[config.mk]
export PLATFORM = sky130hd
export DESIGN_NAME = sprite_pixel_mixer
export DESIGN_NICKNAME = d
export VERILOG_FILES = /design/src/rtl/sprite_pkg.sv /design/src/rtl/sprite_palette_ram.sv /design/src/rtl/sprite_pixel_mixer.sv
export SDC_FILE = /design/constraint.sdc
export NUM_CORES = 1
export LEC_CHECK = 0
export ABC_AREA = 0
export BUFFER_PORTS_ARGS = -buffer_cell sky130_fd_sc_hd__clkbuf_2
export CAP_MARGIN = 20
export CELL_PAD_IN_SITES_DETAIL_PLACEMENT = 0
export CELL_PAD_IN_SITES_GLOBAL_PLACEMENT = 1
export CORE_AREA = 2 2 235 237
export CTS_CLUSTER_DIAMETER = 80
export DETAILED_ROUTE_END_ITERATION = 10
export DIE_AREA = 0 0 237 239
export HOLD_SLACK_MARGIN = 0.15
export PLACE_DENSITY = 0.83
export SLEW_MARGIN = 25
export SYNTH_ARGS = -nofsm -noshare
export SYNTH_HDL_FRONTEND = slang
export SYNTH_SLANG_ARGS = --single-unit
[constraint.sdc]
create_clock -name clk -period 5.99 [get_ports clk]
set_clock_uncertainty 0.05 [all_clocks]
set_input_delay 0.2995 -clock clk [delete_from_list [all_inputs] [get_ports clk]]
set_output_delay 0.2995 -clock clk [all_outputs]
set_load 0.03 [all_outputs]
[src/rtl/sprite_pkg.sv]
// sprite_pkg: shared sizes and pixel/palette-entry types for the sprite mixer
package sprite_pkg;
  localparam int NUM_SPRITES = 8;
  localparam int SPRITE_W = 16;
  localparam int X_W = 10;
  localparam int COLOR_W = 24;
  typedef logic [1:0] pix_t;
  typedef logic [3:0] pal_entry_t;
endpackage

[src/rtl/sprite_palette_ram.sv]
// sprite_palette_ram: 16-entry colour palette, one write port, one registered read port
module sprite_palette_ram #(
  parameter int COLOR_W = sprite_pkg::COLOR_W
) (
  input  logic               clk,
  input  logic               reset,
  input  logic               i_we,
  input  logic [3:0]         i_waddr,
  input  logic [COLOR_W-1:0] i_wdata,
  input  logic               i_rd_en,
  input  logic [3:0]         i_raddr,
  output logic [COLOR_W-1:0] o_rdata
);
  logic [COLOR_W-1:0] r_mem [16];
  // palette storage; a write lands at the clock edge, so a same-edge read sees old data
  always_ff @(posedge clk) begin
    if (reset) r_mem <= '{default: '0};
    else if (i_we) r_mem[i_waddr] <= i_wdata;
  end
  // read register only advances on valid pixels so the output holds between pixels
  always_ff @(posedge clk) begin
    if (reset) o_rdata <= '0;
    else if (i_rd_en) o_rdata <= r_mem[i_raddr];
  end
endmodule

[src/rtl/sprite_pixel_mixer.sv]
// sprite_pixel_mixer: sprite window enables, priority/transparency resolve and palette lookup
module sprite_pixel_mixer #(
  parameter int NUM_SPRITES = sprite_pkg::NUM_SPRITES,
  parameter int SPRITE_W = sprite_pkg::SPRITE_W,
  parameter int X_W = sprite_pkg::X_W,
  parameter int COLOR_W = sprite_pkg::COLOR_W
) (
  input  logic                                clk,
  input  logic                                reset,
  input  logic                                line_start,
  input  logic                                pixel_en,
  input  logic [NUM_SPRITES-1:0][X_W-1:0]     sprite_x,
  input  logic [NUM_SPRITES-1:0]              sprite_valid,
  input  logic [NUM_SPRITES-1:0][1:0]         sprite_pal,
  output logic [NUM_SPRITES:0]                shift_en,
  input  logic [NUM_SPRITES:0][1:0]           pix_in,
  input  logic                                pal_we,
  input  logic [3:0]                          pal_addr,
  input  logic [COLOR_W-1:0]                  pal_wdata,
  input  logic                                collision_clr,
  output logic [COLOR_W-1:0]                  rgb,
  output logic                                rgb_valid,
  output logic                                collision
);
  import sprite_pkg::*;
  logic [X_W-1:0]                  r_hcount;
  logic [NUM_SPRITES-1:0][X_W-1:0] r_sx;
  logic [NUM_SPRITES-1:0]          r_sv, r_mask, w_win, w_opaque;
  logic [NUM_SPRITES-1:0][1:0]     r_sp, r_pal1;
  logic                            r_v1, r_v2, r_v3, r_col, w_slot, w_multi;
  pal_entry_t                      r_entry, w_entry;
  pix_t                            w_bg;
  assign w_slot = pixel_en & ~line_start & ~reset;
  assign w_bg = pix_in[NUM_SPRITES];
  for (genvar i = 0; i < NUM_SPRITES; i++) begin : g_lane
    assign w_win[i] = r_sv[i] && ({1'b0, r_hcount} >= {1'b0, r_sx[i]})
                      && ({1'b0, r_hcount} < {1'b0, r_sx[i]} + (X_W+1)'(SPRITE_W));
    assign w_opaque[i] = r_mask[i] && (pix_in[i] != 2'b00);
  end
  assign shift_en = w_slot ? {1'b1, w_win} : '0;
  assign w_multi = |(w_opaque & (w_opaque - NUM_SPRITES'(1)));
  assign rgb_valid = r_v3;
  assign collision = r_col;
  // lowest-index opaque sprite wins; otherwise the background index selects from palette 0
  always_comb begin
    w_entry = {2'b00, w_bg};
    for (int i = NUM_SPRITES-1; i >= 0; i--) w_entry = w_opaque[i] ? {r_pal1[i], pix_in[i]} : w_entry;
  end
  // horizontal counter and per-line shadow copy of the sprite table
  always_ff @(posedge clk) begin
    if (reset) begin
      r_hcount <= '0;
      r_sx <= '0;
      r_sv <= '0;
      r_sp <= '0;
    end else if (line_start) begin
      r_hcount <= '0;
      r_sx <= sprite_x;
      r_sv <= sprite_valid;
      r_sp <= sprite_pal;
    end else if (pixel_en && r_hcount != '1) r_hcount <= r_hcount + 1'b1;
  end
  // pixel pipeline: stage 1 window mask, stage 2 palette entry, stage 3 valid alongside rgb
  always_ff @(posedge clk) begin
    if (reset) begin
      r_mask <= '0;
      r_pal1 <= '0;
      r_v1 <= 1'b0;
      r_entry <= '0;
      r_v2 <= 1'b0;
      r_v3 <= 1'b0;
    end else begin
      r_mask <= shift_en[NUM_SPRITES-1:0];
      r_pal1 <= r_sp;
      r_v1 <= shift_en[NUM_SPRITES];
      r_entry <= w_entry;
      r_v2 <= r_v1;
      r_v3 <= r_v2;
    end
  end
  // sticky collision flag; a new overlap beats a simultaneous clear
  always_ff @(posedge clk) begin
    if (reset) r_col <= 1'b0;
    else if (w_multi) r_col <= 1'b1;
    else if (collision_clr) r_col <= 1'b0;
  end
  sprite_palette_ram #(.COLOR_W(COLOR_W)) u_pal (
    .clk(clk),
    .reset(reset),
    .i_we(pal_we),
    .i_waddr(pal_addr),
    .i_wdata(pal_wdata),
    .i_rd_en(r_v2),
    .i_raddr(r_entry),
    .o_rdata(rgb)
  );
endmodule

# Word level (Yosys, flattened, before mapping)
# Cells that the tools add are included.
[totals] in_bits=156 register_bits=554 elab_cells=140
[op_classes] muxes=17 eq_ne=1 add_sub_neg=10 bitwise=7 n_reduce_logical=37 magnitude_cmp=19
[op_table] cell="$bwmux W384" count=1
[op_table] cell="$bmux W24 S4" count=1
[op_table] cell="$demux W24 S4" count=1
[op_table] cell="$add A10 B5 Y11 const B" count=8
[op_table] cell="$lt A10 B11 Y1" count=8
[op_table] cell="$ge A10 B10 Y1" count=8
[op_table] cell="$mux W24" count=3
[op_table] cell="$mux W4" count=8
[op_table] cell="$logic_and A1 B1 Y1" count=26
[op_table] cell="$reduce_bool A2 Y1" count=9
[op_table] cell="$add A10 B1 Y10 const B" count=1
[op_table] cell="$ge A5 B5 Y1 const B" count=2
[op_table] cell="$ne A10 B10 Y1 const B" count=1
[op_table] cell="$not A4 Y5" count=2
[op_table] cell="$mux W9" count=1
[op_table] cell="$and A8 B8 Y8" count=1
[op_table] cell="$reduce_or A8 Y1" count=1
[op_table] cell="$sub A8 B1 Y8 const B" count=1
[op_table] cell="$lt A5 B1 Y1 const B" count=1
[op_table] cell="$and A1 B1 Y1" count=2
[op_table] cell="$mux W1" count=2
[op_table] cell="$not A1 Y1" count=2
[op_table] cell="$reduce_or A2 Y1" count=1

# Longest topological paths before layout
[logic_depth] word_depth=10 mapped_depth=9

# By module
# From an unflattened synthesis, not the netlist that was laid out.
[hier_totals] hier_cells=3254 hier_area_um2=26543.0
[modules_own_cells] mod="sprite_palette_ram" n_inst=1 cells_each=2242 area_per_inst_um2=17402.9
[modules_own_cells] mod="sprite_pixel_mixer" n_inst=1 cells_each=1012 area_per_inst_um2=9140.0

# Least setup slack after synthesis
# OpenSTA, ideal clock, no wires.
[synth_timing] path_kind="flip-flop to output port" from="register r_hcount[1]" to="output port shift_en[1]" slack_ns=2.598 stages_incl_launch_ff=7 arrival_time_ns=3.043 required_ns=5.641 n_path_buf=0 path_cell_list="dfxtp_1 > ha_1 > nor2b_1 > o211a_1 > o311ai_0 > a21oi_1 > a2111oi_0"
[synth_via] elab_chain_cells=4 elab_cells_between_ends=5 cone_classes="2 x order compare; 1 x mux; 2 x reduce/logical"
[synth_lines] element="start, declared" line="sprite_pixel_mixer.sv:26" rtl="logic [X_W-1:0] r_hcount;"
[synth_lines] element="start signal, assigned" line="sprite_pixel_mixer.sv:61" rtl="end else if (pixel_en && r_hcount != '1) r_hcount <= r_hcount + 1'b1;"
[synth_lines] element="$ge A10 B10 Y1" line="sprite_pixel_mixer.sv:36" rtl="assign w_win[i] = r_sv[i] && ({1'b0, r_hcount} >= {1'b0, r_sx[i]})"
[synth_lines] element="$logic_and A1 B1 Y1" line="sprite_pixel_mixer.sv:36"
[synth_lines] element="$logic_and A1 B1 Y1 (*)" line="sprite_pixel_mixer.sv:37" rtl="&& ({1'b0, r_hcount} < {1'b0, r_sx[i]} + (X_W+1)'(SPRITE_W));"
[synth_lines] element="$mux W9 (*)" line="sprite_pixel_mixer.sv:40" rtl="assign shift_en = w_slot ? {1'b1, w_win} : '0;"
[synth_lines] element="end, declared" line="sprite_pixel_mixer.sv:15" rtl="output logic [NUM_SPRITES:0] shift_en,"
# Every way passes the cells marked *; elsewhere a longest branch is shown, timed or not.

# Worst setup path after layout
[layout_timing] from="register r_hcount[3]" to="output port shift_en[6]"
# Same word-level chain as after synthesis.

==> parameters.txt <==
Parameter                              Value

Run status
  Status ... finished, final reports clean

STA
  RSZ-0062 raised after global routing ... false
  Count of final max-slew check failures ... 0
  Final Cycle Share ... 62.65%
  Final Setup Violations ... 0
  Upper clock frequency limit ... 266.5 MHz
  Slew @ Worst Pin ... 1.146 ns
  Final worst path period need ... 3.753 ns
  Fin Setup TNS ... 0 ns
  Final Hold Fails ... 0
  Max transition margin ... 23.60%
  Worst hold slack ... 0.1851 ns

Clocking
  Number of levels in the clock H-tree ... 2
  Root Driver ... sky130_fd_sc_hd__clkbuf_16
  Clock net sink count ... 554
  Worst skew pair latency ... 0.65 ns
  Number of gates resized after cts ... 0
  Post-CTS setup buffers ... 0
  Clock Pin Slew Worst Setup and Hold Paths ... 0.06 ns
  Number of buffers created by CTS ... 59
  Max Buffers Root-to-Sink ... 3
  TritonCTS clock tree ... done

Pwr
  Internal Power ... 0.006510 W
  Static Leak ... 12.66 nW
  Peak VDD IR ... 0.0002226 V
  Power spent charging and discharging nets ... 0.002084 W
  Combinational cell fraction of total power ... 9.6%
  Switching fraction of total power ... 24.25%
  Final Power ... 0.008594 W
  Sequential share of power ... 44.6%
  Clock share of power ... 45.9%
  Power per cell area ... 266.7 mW/mm^2

Drt
  Vias after detailed routing ... 24150
  Number of remaining DRC errors ... 0
  Via density ... 5.655
  Routed WL ... 84760 um
  Remaining antenna violation count ... 0
  Router iterations before antenna repair ... 7
  First DRT Iteration DRCs ... 1638
  Detailed-route wire length per cell ... 19.85 um

Floorplanning
  Cell Rows ... 86
  Initial standard-cell utilization of the core ... 48.46%
  Area of the die ... 0.05664 mm^2
  Number of primary I/O pins ... 191
  Die span in y ... 239 um
  Horiz. Die Dim ... 237 um
  Core Box Area ... 0.05434 mm^2

Finish
  Growth of design area from synthesis to finish ... 22.35%
  Nets ... 3811
  Leading cell types in the layout, fill and taps excluded ... sky130_fd_sc_hd__nand2_1, sky130_fd_sc_hd__dfxtp_1, sky130_fd_sc_hd__a21oi_1, sky130_fd_sc_hd__mux2i_1, sky130_fd_sc_hd__dlygate4sd3_1
  Fraction of layout cells with a size suffix above 1 ... 10.10%
  Most common cell after layout, fill and taps aside ... sky130_fd_sc_hd__nand2_1
  Fillers ... 4741
  Post-route core utilization ... 59.30%
  Area of all placed cells without fillers ... 0.03222 mm^2

Setup path
  Data required time of the worst path ... 5.64 ns
  Class of the most critical setup path ... reg -> out
  Arrival time worst endpoint ... 3.40 ns
  CP max FO ... 13
  Critical Path Start Type ... register
  Critical Path End Type ... output port

GRT
  Number of global-route vias before repair ... 24180
  Wire length of the first global-routing pass ... 131600 um
  Remaining global-route overflow ... 0
  Maximum number of pins on one net before global-route repair ... 243
  Initial antenna violation count ... 4
  GRT Util Overall ... 29.45%

Place
  Final weighted congestion in routability-driven placement ... 0.8898
  DP Area ... 0.02765 mm^2
  Number of port buffers ... 190
  Placed wire-length estimate after detailed placement ... 49750 um

Synthesis
  Top FF cell, synth ... sky130_fd_sc_hd__dfxtp_1
  Sequential cell area fraction in the yosys report ... 42.11%
  Flip-flop and latch count after synthesis ... 554
  Number of nets in the synthesized netlist ... 3515
  Total number of yosys warnings ... 0
  Post-synth EDFFs ... 0
  Count of mapped cells out of synthesis ... 3222
  Avg Synthesized Cell Area ... 8.174 um^2
  Library cells used by synthesis ... 59
  Asr flop ratio synth ... 0%
  Cell area after technology mapping ... 0.02634 mm^2

Run
  Number of max-capacitance violations reported ... 0

Worst hold path
  Worst hold-check path type ... in -> reg
==> state kept, by name (all words and copies together), names as in the netlist <==
signal,count
u_pal.r_mem,384
r_sx,80
u_pal.o_rdata,24
r_pal1,16
r_sp,16
r_hcount,10
r_mask,8
r_sv,8
r_entry,4
collision,1
r_v1,1
r_v2,1
rgb_valid,1
==> path summary, 6_finish.rpt <==
path | end | startpoint | cells after the start | slack (ns)
worst max-delay path | shift_en[6] | r_hcount[3]$_SDFFE_PP0P_ | 6 | 2.24
worst min-delay path | r_sx[0]$_SDFFE_PP0P_ | line_start | 3 | 0.19
worst max register to register | r_entry[0]$_SDFF_PP0_ | r_mask[6]$_SDFF_PP0_ | 6 | 3.38
worst min register to register | r_v2$_SDFF_PP0_ | r_v1$_SDFF_PP0_ | 1 | 0.40
==> cell type report <==
type                       instances  area (um^2)  area share, %
multi-input combinational       2344        14070          43.66
clock inverter                    20        346.6          1.076
sequential                       554        11100          34.43
inverter                          87        326.6          1.013
clock buffer                      86         1759          5.460
timing repair buffer             472         3737          11.60
tap                              704        880.8          2.734
antenna                            3        7.507        0.02330
==> cell usage after synthesis (2+ instances only) <==
cell / instances / area share, %
sky130_fd_sc_hd__o311a_1: 2 / 0.076
sky130_fd_sc_hd__o211a_1: 7 / 0.27
sky130_fd_sc_hd__nand2b_1: 17 / 0.40
sky130_fd_sc_hd__nor2_1: 133 / 1.9
sky130_fd_sc_hd__a21oi_1: 428 / 8.1
sky130_fd_sc_hd__nand4_1: 2 / 0.048
sky130_fd_sc_hd__o21a_1: 23 / 0.66
sky130_fd_sc_hd__a22oi_1: 72 / 2.1
sky130_fd_sc_hd__buf_1: 7 / 0.10
sky130_fd_sc_hd__ha_1: 137 / 6.5
sky130_fd_sc_hd__a21o_1: 24 / 0.68
sky130_fd_sc_hd__a31oi_1: 8 / 0.19
sky130_fd_sc_hd__nand3_1: 120 / 2.3
sky130_fd_sc_hd__o311ai_0: 6 / 0.20
sky130_fd_sc_hd__mux2i_1: 296 / 11
sky130_fd_sc_hd__nor3_1: 16 / 0.30
sky130_fd_sc_hd__buf_6: 2 / 0.086
sky130_fd_sc_hd__a211oi_1: 6 / 0.17
sky130_fd_sc_hd__a222oi_1: 2 / 0.076
sky130_fd_sc_hd__nor2b_1: 31 / 0.74
sky130_fd_sc_hd__a2111oi_0: 20 / 0.67
sky130_fd_sc_hd__nand3b_1: 3 / 0.086
sky130_fd_sc_hd__o21ai_0: 16 / 0.30
sky130_fd_sc_hd__nand2_1: 854 / 12
sky130_fd_sc_hd__inv_1: 87 / 1.2
sky130_fd_sc_hd__clkbuf_1: 174 / 2.5
sky130_fd_sc_hd__dfxtp_1: 554 / 42
sky130_fd_sc_hd__o211ai_1: 11 / 0.31
sky130_fd_sc_hd__nor2_2: 3 / 0.071
sky130_fd_sc_hd__buf_2: 53 / 1.0
sky130_fd_sc_hd__and2_1: 5 / 0.12
sky130_fd_sc_hd__xor2_1: 4 / 0.13
sky130_fd_sc_hd__nor3b_1: 2 / 0.057
sky130_fd_sc_hd__xnor2_1: 35 / 1.2
sky130_fd_sc_hd__a311oi_1: 6 / 0.20
sky130_fd_sc_hd__maj3_1: 2 / 0.076
sky130_fd_sc_hd__o2111ai_1: 14 / 0.47
sky130_fd_sc_hd__a221oi_1: 5 / 0.17
sky130_fd_sc_hd__or2_2: 3 / 0.071
sky130_fd_sc_hd__and3_1: 10 / 0.24
sky130_fd_sc_hd__o22ai_1: 4 / 0.095
==> power by group through the flow <==
stage                     Clock (W)  Sequential (W)  Combinational, W
final                       0.00394         0.00383          0.000821
after global routing        0.00413         0.00384          0.000893
after CTS                   0.00399         0.00383          0.000802
after detailed placement          0         0.00391          0.000668
after global placement            0         0.00391          0.000651
after floorplan                   0         0.00389          0.000467
==> per-stage QoR <==
| step | instances | setup WS (ns) |
|---|---|---|
| 3_3_place_gp | 3917 | 2.873 |
| 5_1_grt | 4268 | 2.046 |
| 4_1_cts | 4266 | 2.133 |
| 6_report | 4270 | 2.237 |
| 3_5_place_dp | 3917 | 2.800 |
| 2_1_floorplan | 3222 | 2.598 |
==> cell families (layout without fill, tap and decap cells) <==
family                     Yosys count  count (layout)  share of synthesized area, %
and+or+nand+nor                   1210            1210                         18.91
AOI/OAI and AO/OA                  660             660                         14.90
DFF                                554             554                         42.11
buffers and inverters              324             665                         4.941
muxes                              296             296                         11.25
adders and majority gates          139             139                         6.585
xor gates and xnor gates            39              39                         1.297
other                                0               3                             0
==> critical path, stage by stage, from the launching register on <==
cell and delay (ns):
sky130_fd_sc_hd__dfxtp_1 0.78, sky130_fd_sc_hd__ha_1 0.37, sky130_fd_sc_hd__a21o_1 0.20, sky130_fd_sc_hd__o311ai_0 0.39
sky130_fd_sc_hd__a21oi_1 0.14, sky130_fd_sc_hd__a2111oi_0 0.57, sky130_fd_sc_hd__clkbuf_2 0.31
==> repair_timing <==
action,4_1_cts,5_1_grt
hold buffers,243,0
endpoints found under the setup margin,0,0
endpoints found under the hold margin,508,0
==> routing by layer <==
metal	GRT usage (%)	wire length (um)	part of all wire [%]	up-vias
met3	4.400	5625	6.6	196
met1	34.85	33760	40	11530
met5	0	0	0	-
met2	53.14	41940	49	871
met4	12.37	3433	4.1	0
li1	-	-	-	11550
No activity file was read; power rests on OpenSTA's default activity.
